--- src/rtl/beat_interval_logger_pkg.sv ---
// rtl/beat_interval_logger_pkg.sv - shared defaults and FSM state type for the beat interval logger
package beat_interval_logger_pkg;

    localparam int BIL_DATA_W          = 8;
    localparam int BIL_ADDR_W          = 3;
    localparam int BIL_REFRACT_SAMPLES = 20;

    typedef enum logic [1:0] {
        ST_IDLE = 2'd0,
        ST_ARM  = 2'd1,
        ST_LOW  = 2'd2,
        ST_HIGH = 2'd3
    } bil_state_t;

endpackage

--- src/rtl/beat_interval_logger_sat_counter.sv ---
// rtl/beat_interval_logger_sat_counter.sv - saturating counter, up mode sticks at all-ones, down mode at zero
module beat_interval_logger_sat_counter #(
    parameter int W    = 8,
    parameter bit DOWN = 1'b0
) (
    input  logic         CLK,
    input  logic         RESET,
    input  logic         clr_i,
    input  logic         load_i,
    input  logic [W-1:0] load_val_i,
    input  logic         step_i,
    output logic [W-1:0] value_o
);

    localparam logic [W-1:0] ONE = W'(1);
    localparam logic [W-1:0] MAX = '1;

    logic [W-1:0] value_q;
    logic [W-1:0] value_d;

    always_comb begin
        value_d = value_q;
        if (clr_i) begin
            value_d = '0;
        end else if (load_i) begin
            value_d = load_val_i;
        end else if (step_i) begin
            if (DOWN) begin
                if (value_q != '0) value_d = value_q - ONE;
            end else begin
                if (value_q != MAX) value_d = value_q + ONE;
            end
        end
    end

    always_ff @(posedge CLK) begin
        if (RESET) value_q <= '0;
        else       value_q <= value_d;
    end

    assign value_o = value_q;

endmodule

--- src/rtl/beat_interval_logger.sv ---
// rtl/beat_interval_logger.sv - hysteresis beat detector writing beat-to-beat intervals into an 8-entry circular register-file log
// Optional refractory suppression of early beats is built when BEAT_REFRACTORY_EN is defined.
module beat_interval_logger
    import beat_interval_logger_pkg::*;
#(
    parameter int DATA_W          = BIL_DATA_W,
    parameter int ADDR_W          = BIL_ADDR_W,
    parameter int REFRACT_SAMPLES = BIL_REFRACT_SAMPLES
) (
    input  logic              CLK,
    input  logic              RESET,
    input  logic              ENABLE,
    input  logic [DATA_W-1:0] SAMPLE,
    input  logic              SAMPLE_VLD,
    input  logic [DATA_W-1:0] THRESH_HI,
    input  logic [DATA_W-1:0] THRESH_LO,
    output logic [ADDR_W-1:0] DR,
    output logic              LD,
    output logic [DATA_W-1:0] D_OUT,
    output logic              BEAT,
    output logic [ADDR_W:0]   LOG_CNT,
    output logic              OVF
);

    localparam logic [DATA_W-1:0] INTERVAL_MAX = '1;
    localparam logic [DATA_W-1:0] DATA_ONE     = DATA_W'(1);
    localparam logic [ADDR_W-1:0] ADDR_ONE     = ADDR_W'(1);
    localparam logic [ADDR_W:0]   CNT_ONE      = (ADDR_W + 1)'(1);
    localparam logic [ADDR_W:0]   LOG_DEPTH    = {1'b1, {ADDR_W{1'b0}}};

    bil_state_t        state_q, state_d;
    logic              have_prev_q;
    logic [ADDR_W-1:0] wptr_q;
    logic [ADDR_W-1:0] dr_q;
    logic              ld_q;
    logic [DATA_W-1:0] dout_q;
    logic              beat_q;
    logic [ADDR_W:0]   log_cnt_q;
    logic              ovf_q;

    logic              fire;
    logic              tracking;
    logic              beat;
    logic              refract_ok;
    logic [DATA_W-1:0] count;
    logic [DATA_W-1:0] interval;

    assign fire     = ENABLE & SAMPLE_VLD;
    assign tracking = (state_q == ST_LOW) || (state_q == ST_HIGH);

    always_comb begin
        state_d = state_q;
        beat    = 1'b0;
        if (!ENABLE) begin
            state_d = ST_IDLE;
        end else begin
            case (state_q)
                ST_IDLE: state_d = ST_ARM;
                // wait for a low sample so a start mid-pulse never counts as a beat
                ST_ARM:  if (SAMPLE_VLD && (SAMPLE < THRESH_LO)) state_d = ST_LOW;
                ST_LOW:  if (SAMPLE_VLD && (SAMPLE >= THRESH_HI) && refract_ok) begin
                             state_d = ST_HIGH;
                             beat    = 1'b1;
                         end
                ST_HIGH: if (SAMPLE_VLD && (SAMPLE < THRESH_LO)) state_d = ST_LOW;
                default: state_d = ST_IDLE;
            endcase
        end
    end

    beat_interval_logger_sat_counter #(.W(DATA_W), .DOWN(1'b0)) u_interval_cnt (
        .CLK        (CLK),
        .RESET      (RESET),
        .clr_i      (!ENABLE || beat),
        .load_i     (1'b0),
        .load_val_i ('0),
        .step_i     (fire && tracking && have_prev_q && !beat),
        .value_o    (count)
    );

    // the beat sample itself completes the interval, hence count + 1
    assign interval = (count == INTERVAL_MAX) ? INTERVAL_MAX : count + DATA_ONE;

`ifdef BEAT_REFRACTORY_EN
    logic [DATA_W-1:0] refract_left;

    beat_interval_logger_sat_counter #(.W(DATA_W), .DOWN(1'b1)) u_refract_cnt (
        .CLK        (CLK),
        .RESET      (RESET),
        .clr_i      (!ENABLE),
        .load_i     (beat),
        .load_val_i (DATA_W'(REFRACT_SAMPLES)),
        .step_i     (fire),
        .value_o    (refract_left)
    );

    assign refract_ok = (refract_left == '0);
`else
    logic unused_refract;

    assign unused_refract = (REFRACT_SAMPLES != 0);
    assign refract_ok     = 1'b1;
`endif

    always_ff @(posedge CLK) begin
        if (RESET) begin
            state_q     <= ST_IDLE;
            have_prev_q <= 1'b0;
            wptr_q      <= '0;
            dr_q        <= '0;
            ld_q        <= 1'b0;
            dout_q      <= '0;
            beat_q      <= 1'b0;
            log_cnt_q   <= '0;
            ovf_q       <= 1'b0;
        end else begin
            state_q <= state_d;
            ld_q    <= 1'b0;
            beat_q  <= beat;
            if (!ENABLE) begin
                have_prev_q <= 1'b0;
            end else if (beat) begin
                have_prev_q <= 1'b1;
                if (have_prev_q) begin
                    dout_q <= interval;
                    dr_q   <= wptr_q;
                    ld_q   <= 1'b1;
                    wptr_q <= wptr_q + ADDR_ONE;
                    if (log_cnt_q != LOG_DEPTH) log_cnt_q <= log_cnt_q + CNT_ONE;
                    if (interval == INTERVAL_MAX) ovf_q <= 1'b1;
                end
            end
        end
    end

    assign DR      = dr_q;
    assign LD      = ld_q;
    assign D_OUT   = dout_q;
    assign BEAT    = beat_q;
    assign LOG_CNT = log_cnt_q;
    assign OVF     = ovf_q;

endmodule
--- config.mk ---
export PLATFORM = sky130hd
export DESIGN_NAME = beat_interval_logger
export DESIGN_NICKNAME = d
export VERILOG_FILES = /design/src/rtl/beat_interval_logger_pkg.sv /design/src/rtl/beat_interval_logger_sat_counter.sv /design/src/rtl/beat_interval_logger.sv
export SDC_FILE = /design/constraint.sdc
export NUM_CORES = 1
export LEC_CHECK = 0
export ABC_CLOCK_PERIOD_IN_PS = 4800
export CORE_MARGIN = 2
export CORE_UTILIZATION = 30
export DETAILED_ROUTE_END_ITERATION = 16
export PLACE_DENSITY = 0.54
export RECOVER_POWER = 100
export SYNTH_ARGS = -nofsm -noshare
export SYNTH_HDL_FRONTEND = slang
export SYNTH_SLANG_ARGS = --single-unit
export TNS_END_PERCENT = 5
--- constraint.sdc ---
create_clock -name CLK -period 4.8 [get_ports CLK]
set_input_delay 0.48 -clock CLK [delete_from_list [all_inputs] [get_ports CLK]]
set_output_delay 0.48 -clock CLK [all_outputs]
set_load 0.1 [all_outputs]
==> out/metrics.yaml <==
synthesis:
  syn_area_per_cell_um2: 8.81
  netlist_instances: 210
  synth_largest_area_cell: "dfxtp_1"
  yosysUniqueCellTypes: 42
  yosysWarnings: 0
  seq_area_frac_synth_pct: 34.6
  synth_area_leaders: "dfxtp_1, ha_1, a21oi_1"
  synth_enable_flop_cells: 0
  synthTopCellsByCount: "dfxtp_1, nor2_1, a21oi_1, ha_1, inv_1"
  yosysMostFrequentCell: "dfxtp_1"
  async_flop_share_pct: 0
  synth_top_area_share_pct: 34.6
  synthesis.nets: 257
  synth-seq-cells: 32
  ys_dominant_reg_cell: "dfxtp_1"
  netlist_area_um2: 1850
route:
  route.vias.total: 1626
  drc: 0
  antenna_left: 0
  drt-initial-drc-count: 59
  vias_per_cell: 4.93
  wirelength_um: 4160
  routedWlPerCell_um: 12.6
  drtPass1Iterations: 4
die:
  core-area_um2: 5960
  io_pins: 46
  dieWidth_um: 82.5
  die_area_um2: 6810
  start_util_pct: 31.1
  rows: 28
  die_h_um: 82.5
placed_design:
  portBuffers: 45
  place_congestion: 0.721
  hpwl_um: 3100
  place_ws_ps: 1800
timing:
  setup_slack_ps: 1340
  max_freq_mhz: 289
  finalMaxSlewViolations: 19
  fin_tns_setup_ps: 0
  hold_viol_final: 0
  fin_skew_ps: 3.95
  slew_headroom_pct: -39.0
  fin_crit_sh_pct: 72.1
  finalSetupViolations: 0
  tightest_slew_ps: 2070
  finalCriticalPeriod_ps: 3460
  rsz0062_at_grt: "no"
setup_path:
  crit_fanout: 18
  path_class: "in2reg"
  worstPathRequired_ps: 4980
  end_kind: "flop"
  critPathArrivalTime_ps: 3640
  worstSetupStartpointType: "primary input"
global_routing:
  antenna_found_initial: 0
  gr-total-overflow: 0
  track_usage_pct: 13.4
  grt_pass1_wl_um: 6870
  grt_max_degree: 25
  grt_pass1_vias: 1538
clock_network:
  cts_tree: "yes"
  path_clk_slew_ps: 60
  cts.path.max_buffers: 2
  cts_buffers: 5
  cts_hold_buf: 0
  cts_sinks: 32
  insertion_delay_ps: 290
  post_cts_resized: 0
  postCtsSetupBuffers: 0
  clockRootBuffer: "clkbuf_8"
  htree_num_levels: 2
layout:
  syn2layout_area_growth_pct: 30.3
  drive_above_1_share_pct: 4.71
  nets: 302
  antenna_cells: 0
  post-route-util_pct: 40.5
pwr:
  ir_drop_v: 0.000137
  p_leak_uw: 0.000983
  power_uw: 560
  power.density_nw_per_um2: 232
status:
  violations: "max-capacitance violations, max-slew violations"
  status: "finished, violations left"
flow_run:
  drv_cap: 1
min_path:
  worstHoldPathType: "reg2reg"
## flip-flops by register name, summed over array words and instances (netlist names)
signal                  cells
OVF                         1
u_interval_cnt.value_o      8
D_OUT                       8
BEAT                        1
wptr_q                      3
have_prev_q                 1
state_q                     2
LOG_CNT                     4
LD                          1
DR                          3
## through the flow
| stage | cell area (µm²) | hold WS (ps) | cells |
|---|---|---|---|
| after floorplan | 1850 | 443 | 210 |
| after global placement | 2360 | 462 | 323 |
| after detailed placement | 2360 | 473 | 323 |
| after CTS | 2450 | 486 | 330 |
| after global routing | 2410 | 508 | 330 |
| final | 2410 | 479 | 330 |
## area by class of cell
cell class | instances | area (µm²)
multi-input cells | 153 | 1060
fillers | 633 | 3540
well taps | 75 | 93.8
inverters | 18 | 67.6
clock buffers | 7 | 96.3
flip-flops and latches | 32 | 641
repair buffers | 45 | 450
## path summary, 6_finish.rpt
path | from | end | slack (ps) | cells past startpoint
max | THRESH_HI[5] | wptr_q[2]$_SDFFE_PP0P_ | 1340 | 7
min | DR[0]$_SDFFE_PP0P_ | DR[0]$_SDFFE_PP0P_ | 480 | 2
max reg2reg | state_q[0]$_SDFFE_PP0P_ | wptr_q[2]$_SDFFE_PP0P_ | 2860 | 5
min reg2reg | DR[0]$_SDFFE_PP0P_ | DR[0]$_SDFFE_PP0P_ | 480 | 2
## cell families after synthesis
group | Yosys count | synth area share (%)
adders and majority gates | 19 | 12.8
xor gates and xnor gates | 12 | 5.68
muxes | 4 | 2.30
AOI/OAI and AO/OA | 53 | 20.4
and+or+nand+nor | 65 | 18.6
buffers and inverters | 25 | 5.61
DFF | 32 | 34.6
## report_power, final
group	internal (µW)	switching, µW
logic	34.4	33.5
clock network	128	97.8
registers	266	0.504
total	428	132
## per-layer routing
metal / GRT usage [%] / vias to the layer above / share of wire (%)
met5: 0 / - / 0
met4: 4.92 / 0 / 1.3
met3: 4.67 / 7 / 6.2
met2: 21.5 / 33 / 44
met1: 16.6 / 746 / 48
li1: - / 840 / -
## critical path, cell delays in order
cell and delay (ps):
dlygate4sd3_1 520, inv_1 40, ha_1 280, nand4_1 150, o31ai_1 1620, a311oi_1 260, a31o_2 290
## cells in the final DEF, fill, tap and decap left out, types with 2 or more instances in the layout
cell type,Yosys,routed
xnor2_1,9,9
and4_1,2,2
a21o_1,2,2
mux2_2,2,2
clkdlybuf4s50_1,0,25
nand4_1,2,2
and3_1,4,4
xor2_1,3,3
o21a_1,2,2
nor2_1,20,20
a21oi_1,19,19
o21ai_0,8,8
ha_1,19,19
nand2b_1,5,6
a31oi_1,4,4
nand4b_1,2,2
nand3_1,11,11
nand2_1,8,8
dlygate4sd3_1,0,20
mux2i_1,2,2
nor3_1,4,4
o31ai_1,1,2
inv_1,18,18
clkbuf_8,0,7
a311oi_1,7,7
a211oi_1,2,2
dfxtp_1,32,32
Power figures use the tool's default switching activity.
